<file path="src/rtl/note_sequence_recorder.sv">
// Records note events (note code + duration in beats) into an on-chip buffer and replays them paced by the beat tick.
// Optional build macro RECORDER_LOOP_EN: replay restarts from entry 0 at end of sequence instead of returning to IDLE.
module note_sequence_recorder #(
  parameter int unsigned NOTE_W = 6,
  parameter int unsigned DUR_W  = 6,
  parameter int unsigned ADDR_W = 6
) (
  input  logic              clk,
  input  logic              reset,
  input  logic              record,
  input  logic              playback,
  input  logic              beat,
  input  logic [NOTE_W-1:0] note_in,
  input  logic [DUR_W-1:0]  dur_in,
  input  logic              note_in_valid,
  output logic [NOTE_W-1:0] note_out,
  output logic [DUR_W-1:0]  dur_out,
  output logic              note_out_valid,
  output logic [1:0]        state,
  output logic [ADDR_W:0]   count,
  output logic              overflow
);

  localparam int unsigned DEPTH   = 1 << ADDR_W;
  localparam int unsigned ENTRY_W = NOTE_W + DUR_W;
  localparam logic [ADDR_W:0]   DEPTH_C  = {1'b1, {ADDR_W{1'b0}}};
  localparam logic [ADDR_W:0]   CNT_ONE  = {{ADDR_W{1'b0}}, 1'b1};
  localparam logic [ADDR_W-1:0] PTR_ONE  = {{(ADDR_W-1){1'b0}}, 1'b1};
  localparam logic [DUR_W-1:0]  BEAT_ONE = {{(DUR_W-1){1'b0}}, 1'b1};

  // Valid/ready: there is no back-pressure; note_in_valid and note_out_valid are
  // single-cycle qualifiers that are consumed/presented in the cycle they are high.

  typedef enum logic [1:0] {
    S_IDLE   = 2'd0,
    S_RECORD = 2'd1,
    S_FETCH  = 2'd2,
    S_PLAY   = 2'd3
  } state_e;

  state_e              state_q, state_d;
  logic [ADDR_W-1:0]   wr_ptr_q, wr_ptr_d;
  logic [ADDR_W-1:0]   rd_ptr_q, rd_ptr_d;
  logic [ADDR_W:0]     count_q, count_d;
  logic                overflow_q, overflow_d;
  logic [NOTE_W-1:0]   note_out_q, note_out_d;
  logic [DUR_W-1:0]    dur_out_q, dur_out_d;
  logic                valid_q, valid_d;
  logic [DUR_W-1:0]    beat_cnt_q, beat_cnt_d;
  logic                first_q, first_d;
  logic                wr_en;
  logic [ADDR_W:0]     rd_next;

  logic [ENTRY_W-1:0]  mem_q [DEPTH];
  logic [ENTRY_W-1:0]  rd_data_q;

  always_ff @(posedge clk) begin
    if (wr_en && !reset) begin
      mem_q[wr_ptr_q] <= {note_in, dur_in};
    end
    rd_data_q <= mem_q[rd_ptr_q];
  end

  assign rd_next = {1'b0, rd_ptr_q} + CNT_ONE;

  always_comb begin
    state_d    = state_q;
    wr_ptr_d   = wr_ptr_q;
    rd_ptr_d   = rd_ptr_q;
    count_d    = count_q;
    overflow_d = overflow_q;
    note_out_d = note_out_q;
    dur_out_d  = dur_out_q;
    valid_d    = 1'b0;
    beat_cnt_d = beat_cnt_q;
    first_d    = 1'b0;
    wr_en      = 1'b0;
    case (state_q)
      S_IDLE: begin
        if (record) begin
          state_d    = S_RECORD;
          wr_ptr_d   = '0;
          count_d    = '0;
          overflow_d = 1'b0;
        end else if (playback && (count_q != '0)) begin
          state_d  = S_FETCH;
          rd_ptr_d = '0;
        end
      end
      S_RECORD: begin
        if (note_in_valid) begin
          if (count_q < DEPTH_C) begin
            wr_en    = 1'b1;
            wr_ptr_d = wr_ptr_q + PTR_ONE;
            count_d  = count_q + CNT_ONE;
          end else begin
            overflow_d = 1'b1;
          end
        end
        if (record) begin
          state_d = S_IDLE;
        end
      end
      S_FETCH: begin
        if (playback) begin
          state_d = S_IDLE;
        end else begin
          state_d = S_PLAY;
          first_d = 1'b1;
        end
      end
      S_PLAY: begin
        if (playback) begin
          state_d = S_IDLE;
        end else if (first_q) begin
          // RAM data for rd_ptr is available now; present it for exactly one cycle.
          note_out_d = rd_data_q[ENTRY_W-1:DUR_W];
          dur_out_d  = rd_data_q[DUR_W-1:0];
          beat_cnt_d = rd_data_q[DUR_W-1:0];
          valid_d    = 1'b1;
        end else if (beat_cnt_q == '0) begin
          if (rd_next < count_q) begin
            rd_ptr_d = rd_ptr_q + PTR_ONE;
            state_d  = S_FETCH;
          end else begin
`ifdef RECORDER_LOOP_EN
            rd_ptr_d = '0;
            state_d  = S_FETCH;
`else
            rd_ptr_d = rd_ptr_q + PTR_ONE;
            state_d  = S_IDLE;
`endif
          end
        end else if (beat) begin
          beat_cnt_d = beat_cnt_q - BEAT_ONE;
        end
      end
      default: state_d = S_IDLE;
    endcase
  end

  always_ff @(posedge clk) begin
    if (reset) begin
      state_q    <= S_IDLE;
      wr_ptr_q   <= '0;
      rd_ptr_q   <= '0;
      count_q    <= '0;
      overflow_q <= 1'b0;
      note_out_q <= '0;
      dur_out_q  <= '0;
      valid_q    <= 1'b0;
      beat_cnt_q <= '0;
      first_q    <= 1'b0;
    end else begin
      state_q    <= state_d;
      wr_ptr_q   <= wr_ptr_d;
      rd_ptr_q   <= rd_ptr_d;
      count_q    <= count_d;
      overflow_q <= overflow_d;
      note_out_q <= note_out_d;
      dur_out_q  <= dur_out_d;
      valid_q    <= valid_d;
      beat_cnt_q <= beat_cnt_d;
      first_q    <= first_d;
    end
  end

  assign note_out       = note_out_q;
  assign dur_out        = dur_out_q;
  assign note_out_valid = valid_q;
  assign state          = state_q;
  assign count          = count_q;
  assign overflow       = overflow_q;

endmodule

</file>
<file path="config.mk">
export PLATFORM = sky130hd
export DESIGN_NAME = note_sequence_recorder
export DESIGN_NICKNAME = d
export VERILOG_FILES = /design/src/rtl/note_sequence_recorder.sv
export SDC_FILE = /design/constraint.sdc
export NUM_CORES = 1
export LEC_CHECK = 0
export CAP_MARGIN = 25
export CORE_UTILIZATION = 59
export CTS_BUF_LIST = sky130_fd_sc_hd__clkbuf_8
export CTS_CLUSTER_SIZE = 40
export DETAILED_ROUTE_END_ITERATION = 10
export PLACE_DENSITY = 0.85
export SLEW_MARGIN = 15
export SYNTH_ARGS = -nofsm -noshare
export SYNTH_HDL_FRONTEND = slang
export SYNTH_SLANG_ARGS = --single-unit
</file>
<file path="constraint.sdc">
create_clock -name clk -period 2.55 [get_ports clk]
set_input_delay 0.3825 -clock clk [delete_from_list [all_inputs] [get_ports clk]]
set_output_delay 0.3825 -clock clk [all_outputs]
set_load 0.03 [all_outputs]
</file>
==> results by group, run 1 <==
Final layout
  • Layout Nets: 1852
  • Share of post-route cells with drive strength above 1: 26.11%
  • Synth-to-layout area growth: 13.61%
  • Util after Layout: 68.39%

Synth
  • Post-synthesis sequential area ratio: 75.56%
  • YS warnings: 0
  • Ys async rst share: 0%
  • Cell variety after synth: 53
  • Syn_area_per_cell: 20.05 µm²
  • Mapped Area: 31950 µm²
  • Post-Synthesis Cells: 1594
  • Synth Net Count: 1624
  • Main synth FF type: edfxtp_1
  • Post-synth EDFFs: 768
  • Synthesized flop and latch total: 822

Worst hold path
  • Hold depth: 1
  • Hold endpoint: mem_q[55][6]$_DFFE_PP_
  • Hold crit path type: in2reg
  • Hold Startpoint: note_in[0]

Detailed routing
  • Post-detailed-routing wire length: 75.47 mm
  • DR iter-0 viols: 2535
  • Post-route antenna net violation count: 0
  • Vias: 17120
  • Wirelength per Cell: 28.94 µm
  • Pre-antenna DRT Iters: 6
  • DRC Markers: 0
  • Via density: 6.563

Global route
  • Vias in the first global route: 17460
  • Initial antenna violation count: 3
  • First-pass GRT wire length: 112.0 mm
  • Total GRT Usage: 28.07%
  • Largest net degree at the start of global routing: 65
  • Grt ovf: 0

STA
  • PnR worst setup slack: 0.06806 ns
  • Fin. max-slew vios: 0
  • RSZ-0062 raised after global routing: no
  • Final setup fails: 0
  • Clk_skew: 0.03908 ns
  • Final hold vios: 0
  • F_max: 402.9 MHz
  • Tightest Pin Transition: 1.026 ns
  • Post-layout min period: 2.482 ns
  • Period utilisation layout: 97.33%
  • Max-slew headroom: 31.47%

Power
  • Pwr Total: 24.75 mW
  • Power Density: 681.8 nW/µm²
  • Worst VDD drop: 0.0005928 V
  • P_leak: 11.49 nW

Floorplanning
  • Die area: 55090 µm²
  • Io pins: 41
  • Placeable Area: 53080 µm²
  • # rows: 84
  • Initial core utilization: 60.20%
  • Die height: 234.7 µm
  • Die width: 234.7 µm

Clocking
  • TritonCTS clock tree: done
  • H-Tree Depth: 3
  • Clock root cell: clkbuf_8
  • Clock Sinks: 822
  • Clock-pin slew on the worst setup and hold paths: 0.06 ns
  • Skew-Pair Late Insertion Delay: 0.72 ns
  • CTS Hold Buffers Added: 0
  • Clock buffer depth: 3
  • TritonCTS buffer count: 120

Critical path
  • CP Capture Type: primary output
  • CP required: 2.17 ns
  • CP Class: reg2out
  • CP Max Fanout: 10
  • CP arrival: 2.10 ns
  • Reg2reg start: rd_ptr_q[1]$_SDFFE_PP0P_
  • Crit Reg-Reg Endpoint: rd_data_q[1]$_DFF_P_
  • CP peak stage delay: 0.70 ns
  • CP max stage cell: clkdlybuf4s50_1
  • Worst setup SP type: flip-flop
  • Levels on crit path: 2
  • R2R depth: 7
  • Top cell family by delay on the critical path: buffers and inverters
  • FF-to-FF setup slack: 0.07 ns
  • Critical path, cell by cell: buf_4, clkdlybuf4s50_1
  • WP buf/inv: 2

Flow run
  • Max cap viols: 0

Place
  • Worst slack, placed: -0.1303 ns
  • GPL Wtd Cong: 1.005
  • DPL Wire Length: 47.91 mm
  • Port-buffer cells: 40

Status
  • Status: finished clean
==> area by class of cell <==
cell class,count,area (µm²)
inverter,12,45.04
timing repair buffer,194,1842
clock inverter,97,454.2
multi-input combinational,672,7262
sequential,822,24150
fill,3014,16780
antenna,1,2.502
tap,688,860.8
clock buffer,122,1679
==> sequential cells by signal (all words and copies together), names as in the netlist <==
signal	count
mem_q	768
rd_data_q	12
count	7
beat_cnt_q	6
dur_out	6
note_out	6
rd_ptr_q	6
wr_ptr_q	6
state	2
first_q	1
note_out_valid	1
overflow	1
==> through the flow <==
step	cell area (µm²)	cells	setup TNS (ns)	hold slack [ns]
after CTS	36260	2606	0	0.09807
after floorplan	31950	1594	0	0.4174
after global placement	34130	2387	0	0.4260
after detailed placement	34130	2387	-9.188	0.4350
after global routing	36300	2608	0	0.1023
final	36300	2608	0	0.1223
==> power by group <==
| group | internal (mW) | switching [mW] | total [mW] |
|---|---|---|---|
| sequential | 14.7 | 0.0205 | 14.8 |
| combinational | 0.147 | 0.389 | 0.536 |
| clock | 4.63 | 4.82 | 9.45 |
==> Yosys cell counts (8+ instances only) <==
cell type    n  area, µm²
edfxtp_1   768      23060
mux4_2     177       3986
nor2_1     103      386.6
nand2_1     78      292.8
a21oi_1     61      305.3
dfxtp_1     54       1081
mux2i_1     37      370.4
clkbuf_1    34      127.6
buf_2       25      125.1
a22oi_1     23      172.7
nand3_1     19      95.09
o221ai_1    16      140.1
mux4_1      15      394.1
o21ai_0     14      70.07
buf_4       13      97.59
ha_1        12      150.1
inv_1       12      45.04
a211oi_1    10      75.07
buf_6       10      112.6
nand2b_1    10      62.56
nor2b_1     10      62.56
a221oi_1     8      70.07
==> worst max path at each step <==
| stage | start | to | slack [ns] |
|---|---|---|---|
| floorplan | state[0]$_SDFFE_PP0P_ | mem_q[55][0]$_DFFE_PP_ | 0.07 |
| global placement | note_in_valid | mem_q[23][0]$_DFFE_PP_ | 0.05 |
| detailed placement | note_in_valid | mem_q[23][8]$_DFFE_PP_ | -0.13 |
| CTS | rd_ptr_q[1]$_SDFFE_PP0P_ | rd_data_q[1]$_DFF_P_ | 0.03 |
| global route | rd_ptr_q[1]$_SDFFE_PP0P_ | state[1]$_SDFFE_PP0P_ | 0.0007 |
| finish | state[1]$_SDFFE_PP0P_ | state[1] | 0.07 |
==> routing by layer <==
metal  vias to the layer above  share of wire, %  global-route usage (%)
li1                       7010                 -                       -
met1                      8604                34                   36.51
met2                      1255                49                   45.09
met3                       245                12                   7.519
met4                         2               4.7                   12.34
met5                         -             0.013                       0
==> layout by cell type (no fill, tap or decap), types with 5 or more instances in the layout <==
cell type / count
mux4_2: 177
xor2_1: 5
xnor2_1: 6
nor3_1: 6
a211oi_1: 7
a22oi_1: 23
o21ai_0: 13
o22ai_1: 6
nand3b_1: 5
clkinv_2: 14
clkinv_1: 41
a21oi_1: 60
nor2_1: 102
inv_1: 47
dfxtp_1: 51
clkdlybuf4s50_1: 28
nand4_1: 6
nand2_1: 78
nand2b_1: 10
buf_4: 127
mux2i_1: 37
ha_1: 12
clkbuf_8: 122
nor2b_1: 10
buf_2: 12
nand3_1: 19
o221ai_1: 16
buf_12: 26
a221oi_1: 8
mux4_1: 15
edfxtp_1: 768
o211a_1: 6
==> cells by family after synthesis <==
| family | share of synthesized area, % |
|---|---|
| AO/OA/AOI/OAI | 3.344 |
| XOR/XNOR | 0.3015 |
| multiplexers | 14.87 |
| adder cells (fa/ha/maj) | 0.4699 |
| flip-flops | 75.56 |
| AND/OR/NAND/NOR | 3.673 |
| buffers and inverters | 1.782 |
==> what timing repair did <==
action / CTS / global route
resized for setup: 0 / 8
buffers inserted: 0 / 1
endpoints found under the setup margin: 0 / 4
No activity file was read; power rests on OpenSTA's default activity.
==> inputs of run 2 (changes only) <==
--- a/config.mk
+++ b/config.mk
@@ -6,12 +6,14 @@
 export NUM_CORES = 1
 export LEC_CHECK = 0
 export CAP_MARGIN = 25
-export CORE_UTILIZATION = 59
+export CORE_UTILIZATION = 65
 export CTS_BUF_LIST = sky130_fd_sc_hd__clkbuf_8
+export CTS_CLUSTER_DIAMETER = 150
 export CTS_CLUSTER_SIZE = 40
 export DETAILED_ROUTE_END_ITERATION = 10
-export PLACE_DENSITY = 0.85
+export PLACE_DENSITY = 0.88
 export SLEW_MARGIN = 15
 export SYNTH_ARGS = -nofsm -noshare
 export SYNTH_HDL_FRONTEND = slang
 export SYNTH_SLANG_ARGS = --single-unit
+export TNS_END_PERCENT = 50
==> constraint.sdc (replaced) <==
create_clock -name clk -period 3 [get_ports clk]
set_input_delay 0.45 -clock clk [delete_from_list [all_inputs] [get_ports clk]]
set_output_delay 0.45 -clock clk [all_outputs]
set_load 0.03 [all_outputs]
==> run 2 against run 1 <==
  * Die area is 9.2% lower
  * Critical path type is now reg2reg
  * Wire length is 1.6% lower
  * Total power is 32% lower
  * Flip-flop and latch count stayed put
  * Via count is 2.5% lower
  * First-iteration DRC count is 4.3% lower
  * Worst setup slack better by 0.19 ns
  * Largest cell class unchanged
  * Design area is 5.4% lower
  * Highest routed layer unchanged
==> results by group, run 2 (synthesized netlist as in run 1, its figures left out) <==
STA
  • Tightest Pin Transition: 0.8581 ns (-0.1678 ns)
  • PnR worst setup slack: 0.2590 ns (+0.1909 ns)
  • F_max: 364.8 MHz
  • RSZ-0062 raised after global routing: no
  • Final setup fails: 0 (unchanged)
  • Post-layout min period: 2.741 ns
  • Fin Hold WS: 0.1959 ns (+0.07365 ns)
  • Fin. max-slew vios: 0 (unchanged)
  • Clk_skew: 0.08021 ns (+0.04113 ns)
  • Setup TNS Final: 0 ns (unchanged)
  • Final hold vios: 0 (unchanged)
  • Max-slew headroom: 42.80% (+11 points)
  • Period utilisation layout: 91.37%

Critical path
  • Worst setup SP type: flip-flop
  • Crit path capture: state[1]$_SDFFE_PP0P_
  • CP Capture Type: flip-flop
  • Crit Reg-Reg Endpoint: state[1]$_SDFFE_PP0P_
  • Reg2reg start: rd_ptr_q[1]$_SDFFE_PP0P_
  • CP startpoint: rd_ptr_q[1]$_SDFFE_PP0P_
  • CP required: 3.67 ns (+1.50 ns)
  • CP Class: reg2reg
  • CP arrival: 3.42 ns (+1.32 ns)
  • CP Max Fanout: 25 (+15)
  • R2R depth: 8 (+1)
  • FF-to-FF setup slack: 0.26 ns (+0.19 ns)

Global route
  • Most used routing layer: met2
  • Total GRT Usage: 30.39% (+2.3 points)
  • Largest net degree at the start of global routing: 65 (unchanged)
  • Initial antenna violation count: 1 (-2)
  • Vias in the first global route: 16740 (-4.1%)
  • Grt ovf: 0 (unchanged)
  • GR Util met1: 41.64% (+5.1 points)
  • M3 GR Usage: 5.811% (-1.7 points)
  • Met2 usage: 49.03% (+3.9 points)
  • First-pass GRT wire length: 108.9 mm (-2.8%)

Detailed routing
  • Pre-antenna DRT Iters: 5 (-1)
  • Post-detailed-routing wire length: 74.23 mm (-1.6%)
  • Wirelength per Cell: 30.95 µm (+7.0%)
  • DRC Markers: 0 (unchanged)
  • Via density: 6.956 (+6.0%)
  • Post-route antenna net violation count: 0 (unchanged)
  • DR iter-0 viols: 2427 (-4.3%)
  • Vias: 16680 (-2.5%)

Power
  • P_leak: 10.48 nW (-8.7%)
  • Sequential share of power: 74.8% (+15 points)
  • Worst VDD drop: 0.0006268 V (+5.7%)
  • Net switching power: 3.323 mW (-36%)
  • Int Pwr: 13.45 mW (-31%)
  • Pwr Total: 16.77 mW (-32%)
  • Power Density: 488.3 nW/µm² (-28%)
  • Switching fraction of total power: 19.82% (-1.3 points)
  • Clk pwr share: 22.6% (-16 points)
  • Combinational power share: 2.6% (+0.4 points)

Place
  • Dpl cells: 2354 (-1.4%)
  • GPL Wtd Cong: 0.9427 (-6.2%)
  • Port-buffer cells: 40 (unchanged)
  • DPL Wire Length: 50.30 mm (+5.0%)
  • Worst slack, placed: 0.004368 ns (+0.1347 ns)

Floorplanning
  • Die height: 223.7 µm (-4.7%)
  • Die area: 50050 µm² (-9.2%)
  • Initial core utilization: 66.36% (+6.2 points)
  • Die width: 223.7 µm (-4.7%)
  • Placeable Area: 48150 µm² (-9.3%)
  • # rows: 80 (-4.8%)
  • Io pins: 41 (unchanged)

Final layout
  • Diodes inserted: 0 (-1)
  • FILL cells: 2625 (-13%)
  • Share of post-route cells with drive strength above 1: 21.64% (-4.5 points)
  • FF/Latch Area: 24150 µm² (unchanged)
  • Max reg flops: 768 (unchanged)
  • Reg with most FFs: mem_q
  • Layout Nets: 1754 (-5.3%)
  • Most common cell after layout, fill and taps aside: edfxtp_1
  • Layout Cells excl Fill: 2398 (-8.1%)
  • Area of the multi-input gates: 7239 µm² (-0.31%)
  • Commonest cells after routing, fill and taps aside: edfxtp_1 (768), mux4_2 (177), buf_4 (138)
  • Synth-to-layout area growth: 7.499%

Clocking
  • Setup Buffers After CTS: 0 (unchanged)
  • Clock buffer depth: 3 (unchanged)
  • Clock Sinks: 822 (unchanged)
  • CTS Hold Buffers Added: 0 (unchanged)
  • TritonCTS clock tree: done
  • CTS resizes: 0 (unchanged)
  • H-Tree Depth: 1 (-2)
  • Skew-Pair Late Insertion Delay: 0.73 ns (about the same)
  • Clock root cell: clkbuf_8
  • TritonCTS buffer count: 24 (-80%)
  • Clock-pin slew on the worst setup and hold paths: 0.22 ns (+0.16 ns)

Status
  • Status: finished clean

Worst hold path
  • Hold crit path type: in2reg

Flow run
  • Max cap viols: 0 (unchanged)
[run 2: cell count changes in the layout (fill, tap and decap cells not counted), sizes merged]
cell / previous run / this run
clkinv: 55 / 0
clkbuf: 122 / 25
buf: 166 / 164
diode: 1 / 0
clkinvlp: 4 / 0
inv: 48 / 31
bufinv: 2 / 0
[run 2: area by class of cell]
cell class                      count  share of cell area [%]
Tap cell                          656                   2.390
Clock buffer                       25                   1.002
Timing Repair Buffer              192                   4.823
Inverter                           12                  0.1311
Sequential cell                   822                   70.32
Multi-Input combinational cell    672                   21.08
Clock inverter                     19                  0.2550
[run 2: power groups by stage]
stage / Clock [mW] / Combinational (mW) / Sequential (mW)
after floorplan: 0 / 0.128 / 12.8
after global placement: 0 / 0.401 / 12.8
after detailed placement: 0 / 0.424 / 12.8
after CTS: 3.79 / 0.424 / 12.5
after global routing: 4.12 / 0.448 / 12.5
final: 3.80 / 0.430 / 12.5
[run 2: worst max-delay path, cell delays in order (launching register included)]
cell,delay [ns]
dfxtp_4,0.66
ha_1,0.36
nand2_1,0.15
xnor2_1,0.16
ha_1,0.31
a21o_1,0.16
a2111oi_0,0.47
o21ai_0,0.19
a211oi_1,0.21
[run 2: worst min-delay path by stage]
stage                                     start                        to  slack, ns  cells after the start
after detailed placement   rd_data_q[9]$_DFF_P_  note_out[3]$_SDFFE_PP0P_       0.44                      2
after global routing                 note_in[2]     mem_q[5][8]$_DFFE_PP_       0.19                      1
after CTS                            note_in[2]     mem_q[5][8]$_DFFE_PP_       0.19                      1
final                                note_in[2]     mem_q[5][8]$_DFFE_PP_       0.20                      1
after global placement     rd_data_q[9]$_DFF_P_  note_out[3]$_SDFFE_PP0P_       0.43                      2
after floorplan           rd_data_q[11]$_DFF_P_  note_out[5]$_SDFFE_PP0P_       0.42                      2
[run 2: layer usage]
metal,wire length (µm),share of wire (%)
met1,25400,34
met3,8966,12
met2,36190,49
met4,3652,4.9
met5,17,0.023
[run 2: per-stage QoR]
step / area (µm²) / util [%]
floorplan: 31950 / -
global placement: 33920 / 70.44
finish: 34350 / 71.34
global route: 34350 / 71.34
detailed placement: 33920 / 70.44
CTS: 34350 / 71.34
